File: src/rtl/expmul_pipe_if.sv
// rtl/expmul_pipe_if.sv - handshake and data bundle between expmul_pipe and its neighbours
interface expmul_pipe_if #(
  parameter int DATA_W  = 16,
  parameter int VEC_LEN = 8
);
  logic                      vld_in;
  logic                      rdy_out;
  logic                      vld_out;
  logic                      rdy_in;
  logic [DATA_W-1:0]         a;
  logic [DATA_W-1:0]         b;
  logic [VEC_LEN*DATA_W-1:0] vec_in;
  logic [VEC_LEN*DATA_W-1:0] vec_out;
  logic                      pos_err;

  modport master (
    output vld_in, rdy_in, a, b, vec_in,
    input  rdy_out, vld_out, vec_out, pos_err
  );

  modport slave (
    input  vld_in, rdy_in, a, b, vec_in,
    output rdy_out, vld_out, vec_out, pos_err
  );
endinterface

File: src/rtl/expmul_pipe.sv
// rtl/expmul_pipe.sv - scales a vector by approx exp(a-b), LANES elements per cycle
module expmul_pipe #(
  parameter int DATA_W  = 16,
  parameter int FRAC_W  = 8,
  parameter int VEC_LEN = 8,
  parameter int LANES   = 2
) (
  input  logic         clk,
  input  logic         rst,
  expmul_pipe_if.slave bus
);
  localparam int BEATS = VEC_LEN / LANES;
  localparam int BW    = (BEATS > 1) ? $clog2(BEATS) : 1;
  localparam int DW1   = DATA_W + 1;
  localparam int TW    = DATA_W + 2;
  localparam int PW    = DATA_W + FRAC_W + 2;
  localparam int KW    = TW - FRAC_W;
  localparam int SW    = KW + 1;
  localparam int VW    = VEC_LEN * DATA_W;

  typedef enum logic [1:0] {IDLE, SCALE, COMPUTE, DONE} state_t;

  state_t            state, state_nxt;
  logic [DATA_W-1:0] a_q, b_q;
  logic [VW-1:0]     vec_q, out_q;
  logic [BW-1:0]     beat;
  logic [FRAC_W:0]   s_q;
  logic [KW-1:0]     k_q;
  logic              clamp_q, pos_err_q;
  logic              rdy, vld, last_beat;

  assign last_beat   = (beat == BW'(BEATS - 1));
  assign bus.rdy_out = rdy;
  assign bus.vld_out = vld;
  assign bus.vec_out = out_q;
  assign bus.pos_err = pos_err_q;

  always_ff @(posedge clk or negedge rst) begin
    if (!rst) state <= IDLE;
    else      state <= state_nxt;
  end

  always_comb begin
    state_nxt = state;
    rdy       = 1'b0;
    vld       = 1'b0;
    case (state)
      IDLE: begin
        rdy = 1'b1;
        if (bus.vld_in) state_nxt = SCALE;
      end
      SCALE:   state_nxt = COMPUTE;
      COMPUTE: if (last_beat) state_nxt = DONE;
      DONE: begin
        vld = 1'b1;
        if (bus.rdy_in) state_nxt = IDLE;
      end
      default: state_nxt = IDLE;
    endcase
  end

  // exp(d) ~= 2^(d*log2e); the fractional power of two is linearised as 1 - f/2
  logic signed [DW1-1:0] d_raw, d_cl;
  logic signed [TW-1:0]  d_ext, t;
  logic [TW-1:0]         u;
  logic [FRAC_W-1:0]     f;
  logic [FRAC_W:0]       s_c;
  logic                  clamp_c;

  always_comb begin
    d_raw   = $signed({a_q[DATA_W-1], a_q}) - $signed({b_q[DATA_W-1], b_q});
    clamp_c = !d_raw[DW1-1] && (d_raw != '0);
    d_cl    = clamp_c ? '0 : d_raw;
    d_ext   = {d_cl[DW1-1], d_cl};
    t       = d_ext + (d_ext >>> 1) - (d_ext >>> 4);
    u       = -t;
    f       = u[FRAC_W-1:0];
    s_c     = {1'b1, {FRAC_W{1'b0}}} - {1'b0, f >> 1};
  end

  logic [SW-1:0] shamt;
  logic          sat;

  assign shamt = {1'b0, k_q} + SW'(FRAC_W);
  assign sat   = (shamt >= SW'(PW - 1));

  function automatic logic [DATA_W-1:0] scale_elem(
    input logic [DATA_W-1:0] e,
    input logic [FRAC_W:0]   s,
    input logic [SW-1:0]     sh,
    input logic              full_out
  );
    logic signed [PW-1:0] e_ext, s_ext, prod;
    e_ext = {{(PW-DATA_W){e[DATA_W-1]}}, e};
    s_ext = {{(PW-FRAC_W-1){1'b0}}, s};
    prod  = e_ext * s_ext;
    if (full_out) return {DATA_W{e[DATA_W-1]}};
    return DATA_W'(prod >>> sh);
  endfunction

  logic [DATA_W-1:0] lane_res [LANES];

  always_comb begin
    for (int l = 0; l < LANES; l++) begin
      lane_res[l] = scale_elem(vec_q[(int'(beat) * LANES + l) * DATA_W +: DATA_W],
                               s_q, shamt, sat);
    end
  end

  always_ff @(posedge clk or negedge rst) begin
    if (!rst) begin
      a_q       <= '0;
      b_q       <= '0;
      vec_q     <= '0;
      out_q     <= '0;
      beat      <= '0;
      s_q       <= '0;
      k_q       <= '0;
      clamp_q   <= 1'b0;
      pos_err_q <= 1'b0;
    end else begin
      case (state)
        IDLE: begin
          if (bus.vld_in) begin
            a_q   <= bus.a;
            b_q   <= bus.b;
            vec_q <= bus.vec_in;
          end
        end
        SCALE: begin
          s_q     <= s_c;
          k_q     <= u[TW-1:FRAC_W];
          clamp_q <= clamp_c;
          beat    <= '0;
        end
        COMPUTE: begin
          for (int l = 0; l < LANES; l++) begin
            out_q[(int'(beat) * LANES + l) * DATA_W +: DATA_W] <= lane_res[l];
          end
          pos_err_q <= pos_err_q | clamp_q;
          beat      <= last_beat ? '0 : beat + BW'(1);
        end
        default: ;
      endcase
    end
  end
endmodule

File: src/flat_wrapper.sv
// flat-port wrapper written by rule: the top's interface ports become plain ports
module expmul_pipe_flat 
#(
  parameter int DATA_W  = 16,
  parameter int FRAC_W  = 8,
  parameter int VEC_LEN = 8,
  parameter int LANES   = 2
)
  (clk, rst, bus_vld_in, bus_rdy_in, bus_a, bus_b, bus_vec_in, bus_rdy_out, bus_vld_out, bus_vec_out, bus_pos_err);
  expmul_pipe_if #(.DATA_W(DATA_W), .VEC_LEN(VEC_LEN)) bus_i ();
  input  logic clk;
  input  logic rst;
  input wire logic [$bits(bus_i.vld_in)-1:0] bus_vld_in;
  input wire logic [$bits(bus_i.rdy_in)-1:0] bus_rdy_in;
  input wire logic [$bits(bus_i.a)-1:0] bus_a;
  input wire logic [$bits(bus_i.b)-1:0] bus_b;
  input wire logic [$bits(bus_i.vec_in)-1:0] bus_vec_in;
  output wire logic [$bits(bus_i.rdy_out)-1:0] bus_rdy_out;
  output wire logic [$bits(bus_i.vld_out)-1:0] bus_vld_out;
  output wire logic [$bits(bus_i.vec_out)-1:0] bus_vec_out;
  output wire logic [$bits(bus_i.pos_err)-1:0] bus_pos_err;
  assign bus_i.vld_in = bus_vld_in;
  assign bus_i.rdy_in = bus_rdy_in;
  assign bus_i.a = bus_a;
  assign bus_i.b = bus_b;
  assign bus_i.vec_in = bus_vec_in;
  assign bus_rdy_out = bus_i.rdy_out;
  assign bus_vld_out = bus_i.vld_out;
  assign bus_vec_out = bus_i.vec_out;
  assign bus_pos_err = bus_i.pos_err;
  expmul_pipe #(.DATA_W(DATA_W), .FRAC_W(FRAC_W), .VEC_LEN(VEC_LEN), .LANES(LANES)) u_core (.clk(clk), .rst(rst), .bus(bus_i));
endmodule
File: config.mk
export PLATFORM = sky130hd
export DESIGN_NAME = expmul_pipe_flat
export DESIGN_NICKNAME = d
export VERILOG_FILES = /design/src/rtl/expmul_pipe_if.sv /design/src/rtl/expmul_pipe.sv /design/src/flat_wrapper.sv
export SDC_FILE = /design/constraint.sdc
export NUM_CORES = 2
export LEC_CHECK = 0
export CORE_MARGIN = 2
export CORE_UTILIZATION = 30
export DETAILED_ROUTE_END_ITERATION = 10
export GPL_ROUTABILITY_DRIVEN = 0
export GPL_TIMING_DRIVEN = 0
export PLACE_DENSITY = 0.51
export SYNTH_ARGS = -nofsm -noshare
export SYNTH_HDL_FRONTEND = slang
export SYNTH_SLANG_ARGS = --single-unit
File: constraint.sdc
create_clock -name clk -period 8.02 [get_ports clk]
set_input_delay 2.005 -clock clk [delete_from_list [all_inputs] [get_ports clk]]
set_output_delay 2.005 -clock clk [all_outputs]
set_load 0.05 [all_outputs]
==> results by group <==
Run status
  – Outcome: complete, no violations

Placed design
  – Count of buffers inserted at the top-level ports: around 290
  – Final HPWL from detailed placement: around 84 mm

Floorplan
  – Horizontal die dimension: about 320 um
  – Top-level I/O count: 295
  – Total Die Area: 103700 um^2
  – Core area: 100100 um^2
  – Effective utilization at floorplan: 0.3029
  – Cell Rows: 116
  – Height of the die: 322.0 um

Detailed routing
  – Average routed wire per standard cell: roughly 22 um
  – Total Wirelength: around 110 mm
  – Total number of vias: 26510
  – Number of violations reported at the end of detailed-routing iteration 0: about 2200
  – Final routed DRC violation total: 0
  – Detailed-router iteration count before antenna repair: 7
  – Post-detailed-route via-to-cell ratio: 5.351
  – Number of nets still failing antenna checks after routing: 0

Worst setup path
  – Largest fanout on the critical path: 12
  – Worst EP arrival: about 8300 ps
  – Count of buffering cells on the critical path with inverters included: 8
  – Startpoint class of the critical path: register
  – Cell repeated most along the worst path: fa_1
  – Cell with the largest stage delay on the worst path: mux4_1
  – Biggest cell delay along the critical path: a little under 700 ps
  – CP endpoint kind: register
  – Worst setup path class: reg2reg
  – CP Data Required Time: ~8500 ps
  – Top cell family by delay on the critical path: adder cells

Yosys
  – Leading cell type by number of instances after synthesis: inv_1
  – Area fraction of the dominant cell type after synthesis: 0.2582
  – Most area-hungry cell type in the Yosys netlist: dfrtp_1
  – Compound-cell area share of the yosys netlist: 0.1586
  – Xor/xnor share of the synthesized area: 0.01877
  – Mean Syn Cell Area: about 9.4 um^2
  – Arithmetic-cell share of the synthesized area counting full adders, half adders and majority gates: 0.2378
  – Share of synthesized area spent on multiplexers: 0.09983
  – Instance count of the mapped netlist: 3235
  – Proportion of register bits with asynchronous set or reset after synthesis: 1.000
  – Flops & latches, synth: approximately 310
  – Synthesis Warnings: 0
  – Cell types with the largest area share after synthesis: dfrtp_1 26%, fa_1 17%, ha_1 6.7%
  – Portion of the post-synthesis area used by sequential elements: 0.2582
  – Number of enable-type register cells in the synthesized netlist: 0
  – Top post-synthesis cells by count: 376 x inv_1, 374 x nand2_1, 313 x dfrtp_1
  – Most used flip-flop cell after synthesis: dfrtp_1
  – Number of library cell types mapped by synthesis: 103
  – Fraction of the mapped netlist area in simple logic gates: 0.1601
  – Dominant combinational cell family by area after synthesis: adder cells
  – Number of nets produced by synthesis: between 3000 and 4000
  – Synth Cell Area: between 30000 and 40000 um^2

Timing
  – Highest attainable clock frequency: between 100 and 150 MHz
  – Fin Clk Skew: 17.98 ps
  – Slew Limit Headroom: 0.2521
  – Number of setup violations in the final report: 0
  – Fin. Hold Viols: 0
  – Time the final worst path needs with I/O delays and setup: around 7800 ps
  – Final Cycle Share: 0.9751
  – Worst slew pin tran: between 1000 and 1500 ps
  – Max-slew violation count: 0

Cells and area
  – Total Nets Final: between 4000 and 5000
  – Sequential cell area: roughly 7800 um^2
  – Fraction of the core area covered by cells at the end of the flow: 0.3734
  – Filler cell count in the final layout: 10180
  – Share of cells above drive strength 1: 0.1388
  – Area occupied by multi-input gates: roughly 21000 um^2
  – Synth-to-Final Area Change: 23.27%

CTS
  – Total clock buffers created by CTS: 38
  – Number of levels in the clock H-tree: 2
  – Clock transition at path regs: 60 ps
  – Clock sink count: ~310
  – Clock Tree Root: clkbuf_16
  – Worst-skew pair later-pin latency: 600 ps
  – Clock tree from TritonCTS: yes
  – Maximum buffer depth of the clock tree: 3

Job
  – Number of maximum-capacitance constraint violations: 0

Global route
  – Global-route wire length before repair: 162.4 mm
  – Via count of the first global-routing pass: ~27000
  – Maximum number of pins on one net before global-route repair: around 110
  – Global route overflow: 0
  – Total global routing track utilization: 0.2047
  – Number of antenna violations at the first check in global routing: 7

Hold path
  – Hold WC Path Type: reg2reg
-- logic make-up after synthesis --
kind of cell	count (synthesis)
flip-flops	313
adder cells (fa/ha/maj)	421
buffers and inverters	532
XOR/XNOR	65
multiplexers	238
AO/OA/AOI/OAI	672
AND/OR/NAND/NOR	994
-- repair_timing --
action / CTS / global route
buffers inserted: 32 / 26
pin swaps: 6 / 20
hold buffers: 0 / 0
gates resized for setup: 72 / 101
endpoints found under the setup margin: 128 / 128
gates cloned: 0 / 2
-- layer usage --
metal | GRT usage | up-vias | share of wire
met5 | 0 | - | 0
met3 | 0.03282 | 197 | 0.065
met2 | 0.3509 | 979 | 0.49
met1 | 0.2617 | 13310 | 0.41
met4 | 0.06802 | 0 | 0.035
li1 | - | 12030 | -
-- flip-flops by register name, summed over array words and instances, names as in the netlist --
signal              count
u_core.bus.vec_out    128
u_core.clamp_q          1
u_core.bus.pos_err      1
u_core.state            2
u_core.vec_q          128
u_core.s_q              9
u_core.a_q             16
u_core.beat             2
u_core.b_q             16
u_core.k_q             10
-- final timing paths --
kind	start	to	slack, ps	cells past startpoint
max in group asynchronous	rst	u_core.bus.vec_out[13]$_DFFE_PN0P_	5330	3
worst min-delay path	u_core.bus.pos_err$_DFFE_PN0P_	u_core.bus.pos_err$_DFFE_PN0P_	460	1
min in group asynchronous	rst	u_core.vec_q[120]$_DFFE_PN0P_	1300	1
worst min register to register	u_core.bus.pos_err$_DFFE_PN0P_	u_core.bus.pos_err$_DFFE_PN0P_	460	1
worst max register to register	u_core.beat[0]$_DFFE_PN0P_	u_core.bus.vec_out[35]$_DFFE_PN0P_	200	26
worst max-delay path	u_core.beat[0]$_DFFE_PN0P_	u_core.bus.vec_out[35]$_DFFE_PN0P_	200	26
-- cells in the final DEF (no fill, tap or decap), types with 34 or more instances in the layout --
cell type | netlist | final
a211oi_1 | 41 | 36
a21oi_1 | 115 | 108
a22o_1 | 45 | 45
and2_1 | 166 | 165
buf_4 | 1 | 58
clkbuf_1 | 113 | 103
clkbuf_16 | 0 | 40
clkdlybuf4s50_1 | 0 | 293
dfrtp_1 | 313 | 311
fa_1 | 259 | 257
ha_1 | 162 | 157
inv_1 | 376 | 375
mux2_2 | 176 | 176
mux4_2 | 34 | 34
nand2_1 | 374 | 371
nand3_1 | 64 | 60
nor2_1 | 155 | 150
nor3_1 | 58 | 51
o21ai_0 | 115 | 108
xnor2_1 | 46 | 43
-- stage by stage --
stage	setup slack [ps]	setup TNS [ps]	instance area, um^2	std cells	hold WS [ps]
after floorplan	246.2	0	30330	3235	450.2
after global placement	-9882	-3308290	34900	4827	442.2
after detailed placement	-2387	-252390	35000	4831	452.5
after CTS	3.637	0	36680	4923	466.6
after global routing	-37.89	-271.9	37380	4951	485.2
final	200.0	0	37390	4954	461.8
-- layout make-up --
| cell class | instances | share of cell area |
|---|---|---|
| sequential | 313 | 0.2096 |
| clock buffer | 53 | 0.02911 |
| tap | 1298 | 0.04343 |
| timing repair buffer | 356 | 0.09363 |
| antenna | 4 | 0.0002677 |
| multi-input combinational | 2392 | 0.5645 |
| clock inverter | 13 | 0.002677 |
| buffer | 145 | 0.01864 |
| inverter | 380 | 0.03815 |
Power is left out: the tool's default activity adds up to more than one toggle a clock period on the data nets, which glitch-free logic cannot reach.
